$ cat src/rtl/mips_pipe_pkg.sv
// rtl/mips_pipe_pkg.sv - shared state encodings and defaults for the MEM stage
package mips_pipe_pkg;

    typedef enum logic [1:0] {
        ST_IDLE = 2'd0,
        ST_WAIT = 2'd1,
        ST_ERR  = 2'd2
    } mau_state_t;

    localparam int TIMEOUT_DEFAULT = 15;
    localparam int WAIT_CNT_W      = 4;

endpackage

$ cat src/rtl/mem_wb_reg.sv
// rtl/mem_wb_reg.sv - MEM/WB pipeline register with load enable and sync reset
module mem_wb_reg (
    input  logic        clk,
    input  logic        rst,
    input  logic        load_i,
    input  logic [1:0]  wb_i,
    input  logic [31:0] rdata_i,
    input  logic [31:0] alu_i,
    input  logic [4:0]  writereg_i,
    output logic [1:0]  wb_o,
    output logic [31:0] rdata_o,
    output logic [31:0] alu_o,
    output logic [4:0]  writereg_o
);

    logic [1:0]  wb_q;
    logic [31:0] rdata_q;
    logic [31:0] alu_q;
    logic [4:0]  writereg_q;

    always_ff @(posedge clk) begin
        if (rst) begin
            wb_q       <= '0;
            rdata_q    <= '0;
            alu_q      <= '0;
            writereg_q <= '0;
        end else if (load_i) begin
            wb_q       <= wb_i;
            rdata_q    <= rdata_i;
            alu_q      <= alu_i;
            writereg_q <= writereg_i;
        end
    end

    assign wb_o       = wb_q;
    assign rdata_o    = rdata_q;
    assign alu_o      = alu_q;
    assign writereg_o = writereg_q;

endmodule

$ cat src/rtl/mem_access_unit.sv
// rtl/mem_access_unit.sv - MEM stage: data-memory handshake FSM, stall/branch control
module mem_access_unit
    import mips_pipe_pkg::*;
#(
    parameter int TIMEOUT = TIMEOUT_DEFAULT
) (
    input  logic        clk,
    input  logic        rst,
    input  logic        ce,
    input  logic [31:0] pc_in,
    input  logic [1:0]  wb_in,
    input  logic        memwrite,
    input  logic        memread,
    input  logic        branch,
    input  logic        zero,
    input  logic [31:0] alu_in,
    input  logic [31:0] wdata_in,
    input  logic [4:0]  writereg_in,
    output logic        pcsrc,
    output logic [31:0] branch_target,
    output logic        stall,
    output logic        err,
    output logic        misalign,
    output logic        dmem_req,
    output logic        dmem_we,
    output logic [31:0] dmem_addr,
    output logic [31:0] dmem_wdata,
    input  logic [31:0] dmem_rdata,
    input  logic        dmem_ack,
    output logic [1:0]  wb_out,
    output logic [31:0] rdata_out,
    output logic [31:0] alu_out,
    output logic [4:0]  writereg_out
);

    mau_state_t              state_q, state_d;
    logic [WAIT_CNT_W-1:0]   cnt_q, cnt_d;
    logic                    we_q, we_d;
    logic [31:0]             addr_q, addr_d;
    logic [31:0]             wdata_q, wdata_d;
    logic                    misalign_q, misalign_d;

    logic        mem_op, misaligned, access, start;
    logic        mwb_load;
    logic [1:0]  mwb_wb;
    logic [31:0] mwb_rdata;

    assign mem_op     = memread | memwrite;
    assign misaligned = mem_op & (alu_in[1:0] != 2'b00);
    assign access     = mem_op & ~misaligned;
    assign start      = (state_q == ST_IDLE) & ce & access;

    always_comb begin
        state_d    = state_q;
        cnt_d      = cnt_q;
        we_d       = we_q;
        addr_d     = addr_q;
        wdata_d    = wdata_q;
        misalign_d = 1'b0;
        mwb_load   = 1'b0;
        mwb_wb     = wb_in;
        mwb_rdata  = '0;
        unique case (state_q)
            ST_IDLE: begin
                if (ce) begin
                    if (access) begin
                        state_d = ST_WAIT;
                        cnt_d   = '0;
                        we_d    = memwrite;
                        addr_d  = alu_in;
                        wdata_d = wdata_in;
                    end else begin
                        // Misaligned ops retire as bubbles: no writeback, no memory traffic
                        mwb_load   = 1'b1;
                        misalign_d = misaligned;
                        if (misaligned) mwb_wb = 2'b00;
                    end
                end
            end
            ST_WAIT: begin
                if (dmem_ack) begin
                    state_d   = ST_IDLE;
                    mwb_load  = 1'b1;
                    mwb_rdata = we_q ? 32'd0 : dmem_rdata;
                    we_d      = 1'b0;
                    addr_d    = '0;
                    wdata_d   = '0;
                end else if (cnt_q == WAIT_CNT_W'(TIMEOUT - 1)) begin
                    state_d = ST_ERR;
                    we_d    = 1'b0;
                    addr_d  = '0;
                    wdata_d = '0;
                end else begin
                    cnt_d = cnt_q + 1'b1;
                end
            end
            ST_ERR: ;
            default: state_d = ST_IDLE;
        endcase
    end

    always_ff @(posedge clk) begin
        if (rst) begin
            state_q    <= ST_IDLE;
            cnt_q      <= '0;
            we_q       <= 1'b0;
            addr_q     <= '0;
            wdata_q    <= '0;
            misalign_q <= 1'b0;
        end else begin
            state_q    <= state_d;
            cnt_q      <= cnt_d;
            we_q       <= we_d;
            addr_q     <= addr_d;
            wdata_q    <= wdata_d;
            misalign_q <= misalign_d;
        end
    end

    mem_wb_reg u_mem_wb (
        .clk        (clk),
        .rst        (rst),
        .load_i     (mwb_load),
        .wb_i       (mwb_wb),
        .rdata_i    (mwb_rdata),
        .alu_i      (alu_in),
        .writereg_i (writereg_in),
        .wb_o       (wb_out),
        .rdata_o    (rdata_out),
        .alu_o      (alu_out),
        .writereg_o (writereg_out)
    );

    assign dmem_req      = (state_q == ST_WAIT);
    assign dmem_we       = we_q;
    assign dmem_addr     = addr_q;
    assign dmem_wdata    = wdata_q;
    assign err           = (state_q == ST_ERR);
    assign misalign      = misalign_q;
    assign stall         = start | ((state_q == ST_WAIT) & ~dmem_ack) | (state_q == ST_ERR);
    assign pcsrc         = branch & zero & ce & ~stall;
    assign branch_target = pc_in;

endmodule

$ cat config.mk
export PLATFORM = sky130hd
export DESIGN_NAME = mem_access_unit
export DESIGN_NICKNAME = d
export VERILOG_FILES = /design/src/rtl/mips_pipe_pkg.sv /design/src/rtl/mem_wb_reg.sv /design/src/rtl/mem_access_unit.sv
export SDC_FILE = /design/constraint.sdc
export NUM_CORES = 1
export LEC_CHECK = 0
export ABC_AREA = 0
export BUFFER_PORTS_ARGS = -buffer_cell sky130_fd_sc_hd__buf_2
export CORE_MARGIN = 8
export CORE_UTILIZATION = 49
export CTS_CLUSTER_DIAMETER = 200
export DETAILED_ROUTE_END_ITERATION = 12
export PLACE_DENSITY = 0.9
export SYNTH_ARGS = -nofsm -noshare
export SYNTH_HDL_FRONTEND = slang
export SYNTH_HIERARCHICAL = 1
export SYNTH_SLANG_ARGS = --single-unit
$ cat constraint.sdc
create_clock -name clk -period 2.9 [get_ports clk]
set_input_delay 0.435 -clock clk [delete_from_list [all_inputs] [get_ports clk]]
set_output_delay 0.435 -clock clk [all_outputs]
set_load 0.05 [all_outputs]
# [After elaboration in Yosys (flattened, before gate mapping)]
# Cells that the tools add are included.
[word_totals] reg_bits=143 input_bits=143 out_inout_bits=173 elab_cells=77
[op_classes] n_addsub=1 eq_ne=8 n_mux=34 bitwise_logic=17 n_reduce_logical=7
[ops] cell="2-to-1 mux 32 bit" count=9
[ops] cell="case mux 32 bit (2 select lines)" count=2
[ops] cell="2-to-1 mux 2 bit" count=8
[ops] cell="2-to-1 mux 4 bit" count=4
[ops] cell="bitwise AND 1 bit" count=8
[ops] cell="!= test 2 bit (second input constant)" count=4
[ops] cell="case mux 4 bit (2 select lines)" count=1
[ops] cell="AND reduction 4 bit" count=2
[ops] cell="2-to-1 mux 1 bit" count=7
[ops] cell="NOT 1 bit" count=6
[ops] cell="case mux 2 bit (3 select lines)" count=1
[ops] cell="AND reduction 5 bit" count=1
[ops] cell="adder 4 x 1 -> 4 bit (second input constant)" count=1
[ops] cell="== test 4 bit (second input constant)" count=1
[ops] cell="case mux 1 bit (2 select lines)" count=2
[ops] cell="nonzero test 2 bit" count=2
[ops] cell="OR reduction 4 bit" count=1
[ops] cell="!= test 3 x 1 -> 1 bit (second input constant)" count=1
[ops] cell="bitwise OR 1 bit" count=3
[ops] cell="== test 2 x 1 -> 1 bit (second input constant)" count=1
[ops] cell="== test 2 bit (second input constant)" count=1
[ops] cell="logical NOT 2 bit" count=1

# [Logic depth before layout (Yosys ltp)]
# Gate-level depths: netlist of run 1.
[depth] ltp_word=9 ltp_mapped=8 mapped_depth_nobuf=7

# [By module]
# Netlist of run 1, hierarchy kept.
[modules_own_cells] module="mem_access_unit" n_inst=1 cells_per_inst=401 area_each_um2=3654.8 seq_area_each_um2=1441.4
[modules_own_cells] module="mem_wb_reg" n_inst=1 cells_per_inst=229 area_each_um2=2546.2 seq_area_each_um2=1421.4

# [Least setup slack after synthesis of run 1]
# Ideal clock, no wire load.
[synth_path] kind="input to output" startpoint="input port memwrite" endpoint="output port pcsrc" t_arrival_ps=2087 setup_slack_ps=378 cell_stages=4 n_path_buf=0 cell_sequence="or2_2 > a31oi_1 > o22ai_1 > nor2_1"
[synth_between] elab_chain_len=9
[synth_lines] element="start, declared" line_no="mem_access_unit.sv:12" source="input logic memwrite,"
[synth_lines] element="bitwise OR 1 bit (*)" line_no="mem_access_unit.sv:48" source="assign mem_op = memread | memwrite;"
[synth_lines] element="bitwise AND 1 bit" line_no="mem_access_unit.sv:49" source="assign misaligned = mem_op & (alu_in[1:0] != 2'b00);"
[synth_lines] element="NOT 1 bit" line_no="mem_access_unit.sv:50" source="assign access = mem_op & ~misaligned;"
[synth_lines] element="bitwise AND 1 bit (*)" line_no="mem_access_unit.sv:50"
[synth_lines] element="bitwise AND 1 bit (*)" line_no="mem_access_unit.sv:51" source="assign start = (state_q == ST_IDLE) & ce & access;"
[synth_lines] element="bitwise OR 1 bit (*) (2 in a row)" line_no="mem_access_unit.sv:140" source="assign stall = start | ((state_q == ST_WAIT) & ~dmem_ack) | (state_q == ST_ERR);"
[synth_lines] element="via stall" line_no="mem_access_unit.sv:21" source="output logic stall,"
[synth_lines] element="NOT 1 bit (*)" line_no="mem_access_unit.sv:141" source="assign pcsrc = branch & zero & ce & ~stall;"
[synth_lines] element="bitwise AND 1 bit (*)" line_no="mem_access_unit.sv:141"
[synth_lines] element="end, declared" line_no="mem_access_unit.sv:19" source="output logic pcsrc,"
# Mark *: on every way through the listed nets, which the timed path passes. The rest lies on a longest branch.

# [Final worst setup path of run 1]
[layout_path] startpoint="register cnt_q[0]" endpoint="register wdata_q[15], in the netlist dmem_wdata[15]"
[layout_between] elab_chain_len=3
[layout_lines] element="start, declared" line_no="mem_access_unit.sv:37" source="logic [WAIT_CNT_W-1:0] cnt_q, cnt_d;"
[layout_lines] element="start signal, assigned" line_no="mem_access_unit.sv:112" source="cnt_q <= cnt_d;"
[layout_lines] element="== test 4 bit" line_no="mem_access_unit.sv:88" source="end else if (cnt_q == WAIT_CNT_W'(TIMEOUT - 1)) begin"
[layout_lines] element="!= test 3 x 1 -> 1 bit (no line)"
[layout_lines] element="AND reduction 4 bit (no line)"
[layout_lines] element="end signal, assigned" line_no="mem_access_unit.sv:115" source="wdata_q <= wdata_d;"
[layout_lines] element="end, declared" line_no="mem_access_unit.sv:40" source="logic [31:0] wdata_q, wdata_d;"
# Every way passes these cells.
# A chain may end at the register's enable or synchronous reset.

==> flow_summary.ini, run 1 <==
[placement]
gp_congestion = 0.8534
dpl-instance-area_sq_um = 7247
dp_hpwl_um = 11850
port_buffers = 251

[power]
power.leakage_nw = 4.173
p_seq_share_pct = 40.6
p_int_mw = 3.741
swShare_pct = 27.59
vdd_drop_max_mv = 0.3964
switchingPower_mw = 1.426
p_comb_share_pct = 16.4
clock_power_share_pct = 43.0
power_density_nw_per_um2 = 657.9

[clock_tree]
cts.clk_slew.worst_paths_ps = 60
clock_latency_ps = 410
clock_path_buffers = 2
root_buffer = clkbuf_16
cts.sinks = 143
cts_tree = done
post-cts-setup-buffers = 0
htreeDepth = 4
hold_buffers = 0
cts_resized = 0
numCtsBuffers = 17

[sta]
rsz0062_at_grt = false
maxSlewHeadroom_pct = 70.11
post-route-min-period_ps = 2154
slew_violations = 0
setup_tns_ps = 0
finalHoldViolations = 0
finalSetupViolCount = 0
period_share_pct = 74.29
holdWs_ps = 264.8
finClkSkew_ps = 7.358
worst_slew_pin_slew_ps = 448.3
max_freq_ghz = 0.4642

[detailed_routing]
vias_per_cell = 4.865
drt-initial-drc-count = 265
drt_first_pass_iters = 5
drc = 0
vias = 4962
wl_per_cell_um = 15.96
routed_wirelength_um = 16280
ant_nets = 0

[critical_path]
startpoint = cnt_q[0]
timing.rr.start = cnt_q[0]
cp.required_ps = 3220
cp_max_fo = 28
crit_path_cell_trace = inv_1 -> ha_1 -> a311oi_2 -> or3_4 -> buf_12 -> mux2i_1
critPathLaunchType = register
critPathSlowestCell = or3_4
arrival_ps = 2480
slowest_delay_ps = 480
path_class = register to register
worstSetupEndpointType = register

[floorplanning]
die_h_um = 128.5
die_w_um = 128.5
coreArea_sq_um = 12470
rows = 41
boundaryPins = 316
start_util_pct = 49.74
die_area_sq_um = 16510

[logic_synthesis]
synth_top_area_share_pct = 46.17
synthDistinctLibCells = 32
synth-edff-count = 0
seq_area_frac_synth_pct = 46.17
synth_mux_area_share_pct = 21.63
yosys.area.top_type = dfxtp_1
async_flop_share_pct = 0
synth_area_leaders = dfxtp_1 46%, mux2i_1 22%, nand2b_1 6.6%
synth_fa_ha_area_share_pct = 0.4036
syn_area_sq_um = 6201
synth_xor_area_share_pct = 0
syn_nets = 775
synth_compound_gate_area_share_pct = 1.675
synthCells = 630
synth_flop_cell = dfxtp_1
synth_top_family_by_area = multiplexers
synth-simple-area-share_pct = 20.56
ys.warnings.count = 6
synth_seq_cells = 143
avgSynthCellArea_sq_um = 9.843

[hold_path]
min-delay-start = wdata_in[7]
worstHoldPathType = primary input to register

[grt]
grt_pass1_wl_um = 25010
first_global_vias = 5128
grt_overflow_total = 0
antenna_found_initial = 0
grt.total_usage_pct = 19.06
grt_max_degree = 70

[cells_and_area]
syn_to_final_growth_pct = 26.63
drive_gt1_share_pct = 34.91
n_fill_cell = 1002
fin_nets = 982
diodes = 0
design_area_sq_um = 7853

[status]
outcome = finished, final reports clean

[job]
drv_cap = 0
-- routing by layer --
metal  share of wire, %  GRT usage [%]  up-vias
met5                  0              0        -
met4                1.6          7.533        0
met3                 11          9.723       25
met2                 49          32.75      207
met1                 38          19.35     2294
li1                   -              -     2436
-- power groups by stage --
stage | clock network (mW) | logic [mW] | registers, mW
global route | 2.36 | 0.893 | 2.11
floorplan | 0 | 0.467 | 2.43
finish | 2.22 | 0.846 | 2.10
detailed placement | 0 | 0.849 | 2.14
CTS | 2.27 | 0.852 | 2.10
global placement | 0 | 0.836 | 2.14
-- layout by cell type (no fill, tap or decap) --
cell type,synthesis,final
or2_2,1,1
buf_2,2,250
nand2_4,0,1
clkbuf_16,0,17
nor2b_1,4,4
clkbuf_1,23,1
o22ai_1,1,1
nor4_1,1,1
buf_12,6,5
a311oi_2,1,1
nand2b_4,1,1
clkinv_4,0,2
or3_4,0,1
nand2b_1,65,65
a211o_1,1,1
a21oi_1,6,6
ha_1,2,2
clkinvlp_4,0,3
buf_4,33,6
nor2_4,0,1
a31oi_1,3,3
clkbuf_8,0,3
nor3b_1,1,1
nor2_1,78,77
nand2_1,68,67
bufinv_16,0,3
and2_1,32,32
clkinv_2,0,1
dfxtp_1,143,143
and3b_1,2,2
a311o_1,1,1
o211a_1,1,1
o21ai_0,1,1
nand3_1,6,6
inv_1,2,2
mux2i_1,134,134
nand3b_1,1,1
-- registers in the layout (all words and copies together) (netlist names) --
register	cells
misalign	1
u_mem_wb/writereg_o	5
u_mem_wb/alu_o	32
u_mem_wb/wb_o	2
cnt_q	4
u_mem_wb/rdata_o	32
dmem_addr	32
state_q	2
dmem_wdata	32
dmem_we	1
-- synth_stat cells, drive strengths merged, types with 2 or more instances --
master,n
nor2b,4
nand2,68
a31oi,3
inv,2
ha,2
dfxtp,143
clkbuf,24
and2,32
and3b,2
buf,49
mux2i,134
nand3,6
nand2b,66
a21oi,6
nor2,78
-- kinds of logic after synthesis --
family,Yosys count
AOI/OAI and AO/OA,15
DFF,143
buffers and inverters,75
and+or+nand+nor,261
adders and majority gates,2
muxes,134
-- layout make-up --
cell class / count / area (sq um) / area share, %
Sequential cell: 143 / 2863 / 36.46
Multi-Input combinational cell: 412 / 2765 / 35.21
Timing Repair Buffer: 261 / 1396 / 17.78
Clock buffer: 21 / 470.5 / 5.991
Tap cell: 172 / 215.2 / 2.741
Clock inverter: 9 / 135.1 / 1.721
Inverter: 2 / 7.507 / 0.09560
-- worst max-delay path, delay by kind of cell, from the launching register on --
kind | cells | cell delay [ps]
fa+ha+maj | 1 | 220
buf+inv | 2 | 360
flops | 1 | 370
mux | 1 | 230
simple gates | 1 | 480
compound gates | 1 | 390
-- metrics by stage --
stage               power (mW)  std cells  util [%]  setup slack (ps)
global route             5.358       1020     62.99             605.8
floorplan                2.898        630         -             378.1
CTS                      5.218       1020     62.99             742.7
global placement         2.972        990     58.14             825.7
detailed placement       2.988        990     58.14             756.9
finish                   5.166       1020     62.99             745.6
-- final timing paths --
check,endpoint,slack (ps),depth (start not counted)
setup reg to reg,dmem_wdata[15],750,6
setup / recovery,dmem_wdata[15],750,6
hold reg to reg,dmem_addr[18],470,2
hold / removal,dmem_wdata[7],260,3
Power figures use the tool's default switching activity.
==> run 2, diff against run 1 <==
--- a/config.mk
+++ b/config.mk
@@ -8,10 +8,10 @@
 export ABC_AREA = 0
 export BUFFER_PORTS_ARGS = -buffer_cell sky130_fd_sc_hd__buf_2
 export CORE_MARGIN = 8
-export CORE_UTILIZATION = 49
+export CORE_UTILIZATION = 46
 export CTS_CLUSTER_DIAMETER = 200
 export DETAILED_ROUTE_END_ITERATION = 12
-export PLACE_DENSITY = 0.9
+export PLACE_DENSITY = 0.86
 export SYNTH_ARGS = -nofsm -noshare
 export SYNTH_HDL_FRONTEND = slang
 export SYNTH_HIERARCHICAL = 1
==> constraint.sdc (replaced) <==
create_clock -name clk -period 2.2 [get_ports clk]
set_input_delay 0.33 -clock clk [delete_from_list [all_inputs] [get_ports clk]]
set_output_delay 0.33 -clock clk [all_outputs]
set_load 0.05 [all_outputs]
==> flow_summary.ini, run 2 (synthesized netlist as in run 1, its figures left out) <==
[sta]
slew_violations = 0
post-route-min-period_ps = 1912
setup_tns_ps = 0
maxSlewHeadroom_pct = 57.27
period_share_pct = 86.92
max_freq_ghz = 0.5230
finClkSkew_ps = 9.033
finalSetupViolCount = 0
finalHoldViolations = 0
rsz0062_at_grt = false
worst_slew_pin_slew_ps = 641.0
holdWs_ps = 156.5

[grt]
antenna_found_initial = 0
grt.total_usage_pct = 18.33
grt_max_degree = 79
grt_pass1_wl_um = 26360
grt_overflow_total = 0
first_global_vias = 5099

[floorplanning]
die_area_sq_um = 17450
die_w_um = 132.1
coreArea_sq_um = 13190
start_util_pct = 47.01
rows = 42
boundaryPins = 316
die_h_um = 132.1

[clock_tree]
cts.sinks = 143
clock_path_buffers = 2
htreeDepth = 4
cts.clk_slew.worst_paths_ps = 60
root_buffer = clkbuf_16
hold_buffers = 0
cts_resized = 0
cts_tree = done
post-cts-setup-buffers = 0
numCtsBuffers = 17
clock_latency_ps = 410

[cells_and_area]
final_common_cell = buf_2
final_cell_mix = 250 x buf_2, 143 x dfxtp_1, 134 x mux2i_1
multi_input_area_sq_um = 2768
seq_area_sq_um = 2863
drive_gt1_share_pct = 35.25
n_fill_cell = 1108
fin_nets = 983
diodes = 0
syn_to_final_growth_pct = 27.04
fin_util_pct = 59.72
layoutNonFillerInstCount = 1027

[critical_path]
worstSetupEndpointType = register
cp.required_ps = 2530
slowest_delay_ps = 370
critPathSlowestCell = a311oi_2
path_buf_inv = 2
path_delay_family = compound AO/OA/AOI/OAI gates
rr_worst_depth = 6
cp_max_fo = 20
cp_num_cells = 6
arrival_ps = 2240
critPathLaunchType = register
crit_path_cell_trace = inv_1 -> ha_1 -> a311oi_2 -> or3_4 -> buf_12 -> mux2i_1
path_class = register to register

[detailed_routing]
ant_nets = 0
drt-initial-drc-count = 180
routed_wirelength_um = 16310
vias = 4901
drc = 0
vias_per_cell = 4.772
drt_first_pass_iters = 4
wl_per_cell_um = 15.88

[power]
power_density_nw_per_um2 = 855.9
power.leakage_nw = 4.190
vdd_drop_max_mv = 0.4998

[job]
drv_cap = 0

[status]
outcome = finished, final reports clean

[placement]
dp_hpwl_um = 11880
port_buffers = 251
dp.cells = 995
gp_congestion = 0.7910

[hold_path]
whs_path_depth = 3
worstHoldPathType = primary input to register
[run 2: cell types whose count changed in the layout (fill, tap and decap cells not counted)]
cell,before,now
buf_12,5,7
buf_4,6,5
bufinv_16,3,2
clkbuf_8,3,2
clkinv_2,1,3
clkinv_4,2,3
clkinvlp_4,3,2
inv_6,0,2
nor2_1,77,76
nor2_2,0,1
[run 2: layer usage]
metal	part of all wire, %	up-vias	track usage [%]
met1	40	2213	19.94
li1	-	2439	-
met5	0	-	0
met4	2.1	0	6.956
met3	11	28	9.299
met2	46	221	29.91
[run 2: power breakdown]
part           switching, mW  internal (mW)  total, mW
registers             0.0601           2.70       2.76
logic                  0.754          0.370       1.12
clock network           1.12           1.74       2.85
[run 2: cell type report]
type,count,share of cell area (%)
clock buffers,20,5.797
flip-flops and latches,143,36.34
well taps,176,2.795
inverters,2,0.09530
clock inverters,12,1.699
repair buffers,262,18.14
multi-input cells,412,35.13
[run 2: path summary, 6_finish.rpt]
path | start | to | slack (ps)
min reg2reg | dmem_wdata[7] | dmem_wdata[7] | 470
min | wdata_in[21] | dmem_wdata[21] | 160
max reg2reg | cnt_q[0] | dmem_addr[30] | 290
max | cnt_q[0] | dmem_addr[30] | 290
[run 2: stage by stage]
stage          total power, mW  instance area, sq um  setup slack, ps
2_1_floorplan            3.820                  6203            68.91
3_3_place_gp             3.935                  7287            358.3
3_5_place_dp             3.950                  7287            290.1
4_1_cts                  6.827                  7878            276.5
5_1_grt                  7.010                  7878            155.9
6_report                 6.742                  7878            287.9
[run 2: tightest hold or removal path, cell delays in order]
cell,delay [ps]
buf_2,90
nand2_1,40
mux2i_1,50
